[src/rtl/my_counter_pkg.sv]
// Shared types and constants for the down-counter/timer family.
package my_counter_pkg;

   localparam int DEFAULT_N = 8;

   typedef enum logic [1:0] {
      IDLE    = 2'd0,
      COUNT   = 2'd1,
      EXPIRED = 2'd2
   } cnt_state_t;

endpackage

[src/rtl/my_prescaler.sv]
// Divides enabled sysclk cycles down to one tick every PRESCALE enabled cycles.
module my_prescaler #(
   parameter int PRESCALE = 1
) (
   input  logic sysclk,
   input  logic reset,
   input  logic clr,
   input  logic en,
   output logic tick
);

   generate
      if (PRESCALE <= 1) begin : g_direct
         assign tick = en;
      end else begin : g_divide
         localparam int W = $clog2(PRESCALE);
         localparam logic [W-1:0] LAST = W'(PRESCALE - 1);

         logic [W-1:0] cnt;

         // Counter freezes while en is low so a paused timer resumes mid-period.
         always_ff @(posedge sysclk) begin
            if (reset || clr) begin
               cnt <= '0;
            end else if (en) begin
               if (cnt == LAST) begin
                  cnt <= '0;
               end else begin
                  cnt <= cnt + 1'b1;
               end
            end
         end

         assign tick = en && (cnt == LAST);
      end
   endgenerate

endmodule

[src/rtl/my_down_counter.sv]
// Loadable down-counter/timer with terminal-count pulse and optional auto-reload.
module my_down_counter
   import my_counter_pkg::*;
#(
   parameter int N        = DEFAULT_N,
   parameter int PRESCALE = 1
) (
   input  logic         sysclk,
   input  logic         reset,
   input  logic         sys_clr,
   input  logic         load,
   input  logic [N-1:0] d,
   input  logic         en,
   input  logic         auto_reload,
   output logic [N-1:0] q,
   output logic         tc,
   output logic         busy
);

   localparam logic [N-1:0] ONE = N'(1);

   cnt_state_t   state, state_next;
   logic [N-1:0] q_next;
   logic [N-1:0] reload, reload_next;
   logic         tc_next;
   logic         tick;

   my_prescaler #(.PRESCALE(PRESCALE)) u_prescaler (
      .sysclk (sysclk),
      .reset  (reset),
      .clr    (sys_clr | load),
      .en     (en),
      .tick   (tick)
   );

   always_ff @(posedge sysclk) begin
      if (reset) begin
         state  <= IDLE;
         q      <= '0;
         reload <= '0;
         tc     <= 1'b0;
      end else begin
         state  <= state_next;
         q      <= q_next;
         reload <= reload_next;
         tc     <= tc_next;
      end
   end

   // Priority: clear, then load (which also aborts a run on its terminal tick), then a count step.
   always_comb begin
      state_next  = state;
      q_next      = q;
      reload_next = reload;
      tc_next     = 1'b0;
      if (sys_clr) begin
         state_next = IDLE;
         q_next     = '0;
      end else if (load) begin
         q_next      = d;
         reload_next = d;
         state_next  = (d != '0) ? COUNT : EXPIRED;
      end else if (state == COUNT && tick) begin
         if (q == ONE) begin
            tc_next = 1'b1;
            if (auto_reload) begin
               q_next = reload;
            end else begin
               q_next     = '0;
               state_next = EXPIRED;
            end
         end else if (q != '0) begin
            q_next = q - ONE;
         end
      end
   end

   assign busy = (state == COUNT);

endmodule

[config.mk]
export PLATFORM = sky130hd
export DESIGN_NAME = my_down_counter
export DESIGN_NICKNAME = d
export VERILOG_FILES = /design/src/rtl/my_counter_pkg.sv /design/src/rtl/my_prescaler.sv /design/src/rtl/my_down_counter.sv
export SDC_FILE = /design/constraint.sdc
export NUM_CORES = 1
export LEC_CHECK = 0
export ABC_AREA = 1
export CORE_AREA = 2 2 80 44
export DETAILED_ROUTE_END_ITERATION = 16
export DIE_AREA = 0 0 82 46
export DONT_BUFFER_PORTS = 1
export PLACE_DENSITY = 0.61
export SLEW_MARGIN = 20
export SYNTH_ARGS = -nofsm -noshare
export SYNTH_HDL_FRONTEND = slang
export SYNTH_SLANG_ARGS = --single-unit
[constraint.sdc]
create_clock -name sysclk -period 1.52 [get_ports sysclk]
set_input_delay 0.304 -clock sysclk [delete_from_list [all_inputs] [get_ports sysclk]]
set_output_delay 0.304 -clock sysclk [all_outputs]
set_load 0.1 [all_outputs]
Yosys cells after proc, flatten, opt, wreduce, memory -nomap -nowiden. Cells that the tools add are included. Widths: inputs -> output; s select.

Add/sub/neg operators: 1. $mul: 0. Divide/modulo/power cells: 0. Magnitude comparators: 0. Equal/unequal tests: 3. Shifts and indexed selects: 0. Multiplexer cells: 11. Bitwise gates (word level): 2. Reductions and logical operators: 11.

Operator list (count): $mux 8 (5); $reduce_bool 8->1 (2); $mux 2 (5); $eq 8x1->1 const B (1); $sub 8x1->8 const B (1); $reduce_and 2->1 (2); $reduce_bool 2->1 (2); $reduce_or 4->1 (1); $reduce_and 3->1 (1); $reduce_bool 3->1 (1); $eq 2x1->1 const B (1); $ne 2x2->1 const B (1); $not 1->1 (2); $reduce_or 2->1 (1); $logic_and 1x1->1 (1); $mux 1 (1).

Flip-flop bits (word level): 19. Bits in latches: 0. RAM bits: 0. Memory bits (read-only): 0. Input bits: 14. Word-level logic and storage cells: 32. Memories: 0.

Depth between registers and ports, before layout.
Depth after elaboration: 5. Gate-level depth with buffers: 11. Mapped depth without buffers: 10.

Cells and area by module. From an unflattened synthesis, not the netlist that was laid out.

Cells, all modules: 179. Area, all modules: 1142.3 sq um.

By module, submodules not included: my_down_counter (times used 1, cells an instance 178, area an instance 1134.8 sq um, sequential area each 380.4 sq um); my_prescaler (times used 1, cells an instance 1, area an instance 7.5 sq um, sequential area each 0.0 sq um).

Worst setup path before layout. OpenSTA, ideal clock, no wires.

Kind: reg2reg. From: register q[1]. To: register q[6]. Library setup time: 0.119 ns. Arrival: 2.100 ns. Required time: 1.401 ns. Setup slack: -0.699 ns. Cell stages (with the launch flop): 10. Clock period less this slack: 2.219 ns. Cell sequence: dfxtp_1 -> inv_1 -> ha_1 -> nor2_1 -> nand3_1 -> nand2_2 -> nand2_2 -> buf_6 -> o21ai_0 -> nor2_1.

Cells in the longest elaborated chain, start to end: 5. Elaborated cells on any way between the ends: 9. Classes of those cells: 1 x add/sub; 1 x eq/ne; 4 x mux; 3 x reduce/logical.

Ends and longest elaborated chain: start, declared (RTL line my_down_counter.sv:15) `output logic [N-1:0] q,`; start signal, assigned (RTL line my_down_counter.sv:44) `q <= q_next;`; $sub 8x1->8 (RTL line my_down_counter.sv:73) `q_next = q - ONE;`; $mux 8 (RTL line my_down_counter.sv:72) `end else if (q != '0) begin`; $mux 8 (RTL line my_down_counter.sv:64) `if (q == ONE) begin`; $mux 8 (RTL line my_down_counter.sv:63) `end else if (state == COUNT && tick) begin`; $mux 8 (RTL line my_down_counter.sv:59) `end else if (load) begin`.

Parallel ways exist; a longest one is shown, timed or not. The select of a mux whose other input is x is not followed. A chain may end at the register's enable or synchronous reset.

Worst setup path in the final report.
From: register q[0]. To: register q[7].

The elaborated chain is that of the path after synthesis.

==> impl_metrics.yaml <==
clocking:
  insertion_delay_ns: 0.26
  clkTransAtPathRegs_ns: 0.07
  clock-sinks: 19
  cts_tree: "yes"
  ctsHtreeMaxLevel: 1
  cts-root-buf: "clkbuf_8"
  clock_tree.buffer_depth: 2
  cts_buffers: 3
  ctsHoldBuffers: 0
floorplanning:
  coreArea_sq_um: 3150
  start_util_pct: 37.4
  die_y_microns: 46
  die_w_microns: 82
  ioPinCount: 24
  die-area_sq_um: 3770
  num_rows: 15
timing:
  fin_crit_sh_pct: 95.2
  finalHoldViolCount: 0
  finClkSkew_ns: 0.00299
  final_max_slew_viol_count: 0
  slew_headroom_pct: 64.1
  finalSetupViolCount: 0
  fmax_ghz: 0.691
  period_minus_slack_ns: 1.45
  worst_pin_slew_ns: 0.536
  holdWs_ns: 0.0969
detailed_routing:
  drt_iter0_drc: 123
  vias: 1202
  postRouteAntennaNets: 0
  firstDrtPassIters: 4
  viasPerCell: 5.09
  drc: 0
  post_drt_wl_per_cell_microns: 13.2
  drt_wl_total_microns: 3120
finish:
  nNetsFinal: 212
  diodes: 0
  final_util_pct: 45.0
  drive_gt1_share_pct: 24.7
  area_growth_pct: 20.4
  final_cell_mix: "nand2_1 (45), nor2_1 (20), inv_1 (19), nand3_1 (19), a21oi_1 (13)"
  final_common_cell: "nand2_1"
critical_path:
  path_cells: "inv_2 -> ha_2 -> inv_1 -> nor2_1 -> nand3_1 -> nand2_4 -> nand2_4 -> inv_2 -> nand2_1 -> a21oi_2"
  arrival_ns: 1.64
  worstPathRequired_ns: 1.72
  start_kind: "flip-flop"
  worstSetupEndpointType: "flip-flop"
  slowest_stage: "dfxtp_4"
  slowest_delay_ns: 0.37
  path_class: "reg2reg"
  worst-path-buf-inv: 3
  path_delay_family: "simple AND/OR/NAND/NOR gates"
  cp_max_fo: 6
pwr:
  power_frac_comb_pct: 27.8
  power_frac_seq_pct: 43.2
  leakagePower_uw: 0.000647
  p_sw_share_pct: 36.0
  p_sw_uw: 451
  p_int_uw: 803
  power_frac_clock_pct: 29.0
  ir_drop_mv: 0.375
  cellPowerDensity_nw_per_um2: 884
synth:
  netlist-cell-type-count: 28
  avgSynthCellArea_sq_um: 6.48
  yosysWarningCount: 0
  synth.ff_latch_count: 19
  seq_area_frac_synth_pct: 32.2
  syn_area_sq_um: 1180
  syn-num-nets: 199
  postSynthCellCount: 182
global_routing:
  grt_max_degree: 20
  antenna_found_initial: 0
  gr-total-overflow: 0
  grt_use_total_pct: 18.4
  grt_pass1_vias: 1086
  grt_pass1_wl_microns: 5080
placement:
  place_congestion: 0.834
  io_buffer_count: 0
  post-dp-hpwl_microns: 2380
worst_hold_path:
  min-delay-path-class: "in2reg"
run:
  drv_cap: 0
outcome:
  outcome: "complete, no violations"
[cells by family (layout without fill, tap and decap cells)]
logic type	count (synthesis)	after routing	synth area share [%]
AOI/OAI and AO/OA	31	31	14.5
xor gates and xnor gates	1	1	0.742
adders and majority gates	3	3	3.18
buffers and inverters	29	40	11.0
DFF	19	19	32.2
and+or+nand+nor	99	100	38.3
[layout make-up]
| class | count | area, sq um |
|---|---|---|
| well taps | 42 | 52.6 |
| inverters | 23 | 88.8 |
| multi-input cells | 135 | 726 |
| flip-flops and latches | 19 | 405 |
| clock buffers | 3 | 41.3 |
| fillers | 339 | 1730 |
| clock inverters | 1 | 5.00 |
| repair buffers | 13 | 101 |
[routing by layer]
layer	global-route usage, %	routed length (microns)
met5	0	0
met3	5.95	239
met1	25.8	1580
met4	6.00	29
met2	26.5	1270
[per-stage QoR]
stage	instances	TNS [ns]	setup WS [ns]	cell area, sq um	power [uW]
6_report	236	0	0.0730	1420	1250
5_1_grt	236	-0.00595	-0.00595	1420	1330
4_1_cts	234	0	0.0449	1370	1250
3_5_place_dp	230	0	0.0679	1320	880
3_3_place_gp	230	0	0.117	1320	877
2_1_floorplan	182	-0.0201	-0.00841	1220	826
[Yosys cell counts]
cell type / n / area, sq um
inv_2: 1 / 3.75
inv_1: 22 / 82.6
nor2_1: 21 / 78.8
a211oi_1: 3 / 22.5
o211ai_1: 1 / 7.51
a21oi_2: 1 / 8.76
or2_2: 1 / 6.26
nand3_1: 19 / 95.1
nor2_2: 2 / 12.5
nand3_2: 1 / 10.0
buf_4: 1 / 7.51
nor4_1: 2 / 12.5
nor2_4: 2 / 22.5
a21oi_1: 15 / 75.1
nand2_2: 3 / 18.8
clkbuf_1: 1 / 3.75
nand4_1: 1 / 6.26
buf_6: 2 / 22.5
nand2_1: 45 / 169
buf_2: 2 / 10.0
nor3b_2: 1 / 12.5
dfxtp_1: 19 / 380
o21ai_1: 2 / 10.0
nand3b_1: 1 / 7.51
o21ai_0: 8 / 40.0
a21o_1: 1 / 7.51
xor2_1: 1 / 8.76
ha_1: 3 / 37.5
[power by group through the flow]
stage                     Clock, uW  Combinational, uW  Sequential, uW
after CTS                       377                330             541
final                           364                349             541
after detailed placement          0                328             553
after floorplan                   0                198             628
after global placement            0                325             552
after global routing            398                383             545
[state kept, by name, summed over array words and instances (netlist names)]
| register | count |
|---|---|
| q | 8 |
| reload | 8 |
| state | 2 |
| tc | 1 |
[timing repair]
item | in CTS | in global routing
endpoints found under the setup margin | 0 | 8
gates resized for setup | 0 | 10
setup buffers | 0 | 1
hold endpoints to repair | 0 | 0
[worst paths after layout]
check             startpoint   endpoint  slack, ns  cells after the start
hold reg to reg    reload[1]  reload[1]       0.46                      2
setup / recovery        q[0]       q[7]       0.07                     10
hold / removal         reset  reload[5]        0.1                      1
setup reg to reg        q[0]       q[7]       0.07                     10
No activity file was read; power rests on OpenSTA's default activity.
==> edit (config.mk and constraints unchanged) <==
Change the package constant `DEFAULT_N` from 8 to 4.
--- a/src/rtl/my_counter_pkg.sv
+++ b/src/rtl/my_counter_pkg.sv
@@ -1,7 +1,7 @@
 // Shared types and constants for the down-counter/timer family.
 package my_counter_pkg;
 
-   localparam int DEFAULT_N = 8;
+   localparam int DEFAULT_N = 4;
 
    typedef enum logic [1:0] {
       IDLE    = 2'd0,
Interface: changed (resized d and q); port bits go from 24 to 16. No check against the original RTL was run, so the function may have changed too.
==> edit against the original RTL <==
- area after synthesis down 41%
- via count is 44% lower
- global-route usage shrank 8.7 points
- die area is the same
- total power fell by 35%
- cell area fell by 40%
- worst setup slack better by 0.10 ns
- sequential cell count is 8 lower
- clock power fell by 18%
- wire length decreased by 46%
- highest routed layer unchanged
- first-iteration DRC count is 71% lower
==> edit: results (changes against the original RTL) <==
Outcome
  • Status: finished clean (unchanged)

Route
  • Avg WL per Cell: 11.2 µm (was 13.2 µm)
  • DRT iter0 DRCs: 36 (was 123)
  • Via density per instance: 4.49 (was 5.09)
  • DRT Pass-1 Iters: 4 (unchanged)

Worst setup path
  • Worst Path Max Fanout: 6 (unchanged)
  • R2R setup slack: 0.18 ns (was 0.07 ns)
  • FF-to-FF Start: q[1] (was q[0])
  • FF-to-FF End: q[0] (was q[7])
  • Kind of critical path: flop to flop (unchanged)
  • R2R depth: 8 (was 10)
  • Arr. time, crit path: 1.48 ns (was 1.64 ns)

Power and ir drop
  • Leak: 0.372 nW (was 0.647 nW)
  • PD cells: 959 nW/µm² (was 884 nW/µm²)
  • VDD IR-drop max: 0.334 mV (was 0.375 mV)

Logic synthesis
  • Synth top cells by count: nand2_1 (16), inv_1 (12), dfxtp_1 (11), nand3_1 (11), nor2_1 (11) (was nand2_1 (45), inv_1 (22), nor2_1 (21), dfxtp_1 (19), nand3_1 (19))
  • Distinct cells, synth: 23 (was 28)
  • Syn nets: 112 (was 199)
  • Ys async rst share: 0% (unchanged)
  • Count leader, synth: nand2_1 (unchanged)
  • Main synth FF type: dfxtp_1 (unchanged)
  • Avg Cell Area, Syn: 7.09 µm² (was 6.48 µm²)
  • Sequential element share of the synthesized area: 31.4% (was 32.2%)
  • Top cells by area, synth: dfxtp_1 (31%), nand2_1 (8.6%), nand3_1 (7.8%) (was dfxtp_1 (32%), nand2_1 (14%), nand3_1 (8.1%))
  • Ys Warns: 0 (unchanged)

Place
  • Final HPWL DP: 1370 µm (was 2380 µm)
  • I/O Buffers: 0 (unchanged)
  • Setup WS pre-CTS: 0.193 ns (was 0.0679 ns)
  • Placed cell areas: 801 µm² (was 1320 µm²)
  • Routability cong.: 0.743 (was 0.834)

Timing
  • Slew HR: 79.6% (was 64.1%)
  • Minimum clock period: 1.34 ns (was 1.45 ns)
  • Clk_skew: 0.0105 ns (was 0.00299 ns)

Final layout
  • Biggest regs: q: 4 flops, reload: 4 flops, state: 2 flops (was q: 8 flops, reload: 8 flops, state: 2 flops)
  • # fillers: 344 (was 339)
  • Nets: 122 (was 212)
  • Final cell count without fillers: 150 (was 236)
  • Number of diodes: 0 (unchanged)
  • Share of layout cells above drive strength 1: 30.6% (was 24.7%)

Global route
  • Antenna violations before repair: 0 (unchanged)
  • Total Routing Usage GR: 9.66% (was 18.4%)
  • Vias in the first global route: 612 (was 1086)
  • First-pass GRT wire length: 2590 µm (was 5080 µm)
  • Largest net degree at the start of global routing: 14 (was 20)
  • Gr ovfl total: 0 (unchanged)

CTS
  • Clk root buf: clkbuf_8 (unchanged)
  • Clock Pin Slew Worst Setup and Hold Paths: 0.06 ns
  • Cts repair resizes: 0 (unchanged)
  • Clk_lat worst skew: 0.24 ns (was 0.26 ns)
  • CTS buffer count: 3 (unchanged)
  • CTS Buffer Depth: 2 (unchanged)
  • Post-CTS setup buffer count: 0 (unchanged)
  • H-tree Lvls: 1 (unchanged)

Hold path
  • HP Class: input port to flop (unchanged)
## edit: changes by cell type in the layout (fill, tap and decap cells not counted), sizes merged, moves of 2 or more
cell	before	now
nand3	20	11
dfxtp	19	11
inv	23	16
nor2	25	16
nand2	49	22
buf	13	6
a21oi	16	5
o21ai	10	4
nand4	1	3
## edit: how the worst min path moves through the flow
stage	from	endpoint	slack (ns)	cells after the start
after floorplan	reset	reload[0]	0.38	1
after global placement	reset	reload[1]	0.39	1
after detailed placement	load	tc	0.39	1
after CTS	reset	reload[0]	0.13	1
after global routing	reset	reload[1]	0.13	1
final	reset	reload[0]	0.13	1
## edit: cells by family after synthesis
family | count (synthesis) | share of synthesized area [%]
xor+xnor | 1 | 1.25
compound gates | 11 | 9.62
fa+ha+maj | 3 | 5.35
flops | 11 | 31.4
buf+inv | 17 | 10.2
simple gates | 56 | 42.2
## edit: layout make-up
cell class                      instances  area share [%]
Multi-Input combinational cell         71            48.7
Clock buffer                            3            4.87
Tap cell                               42            6.20
Clock inverter                          1           0.591
Sequential cell                        11            27.2
Inverter                               16            7.09
Timing Repair Buffer                    6            5.32
## edit: metal layers
layer / vias up / part of all wire, % / wire (µm) / global-route usage (%)
li1: 335 / - / - / -
met1: 308 / 43 / 720 / 10.5
met2: 28 / 46 / 774 / 16.1
met3: 2 / 9.6 / 161 / 4.17
met4: 0 / 1.0 / 17 / 5.67
met5: - / 0 / 0 / 0
## edit: worst max-delay path: stages (launching register included)
cell     delay, ns
dfxtp_4       0.34
inv_1         0.06
ha_1          0.24
inv_1         0.08
nand4_2       0.10
nand2_2       0.15
inv_2         0.06
o21ai_1       0.13
nor2_1        0.06
## edit: where the power goes
part           total, mW  internal (mW)  switching [mW]
Clock              0.298          0.180           0.118
Sequential         0.317          0.303          0.0135
Combinational      0.198         0.0572           0.140
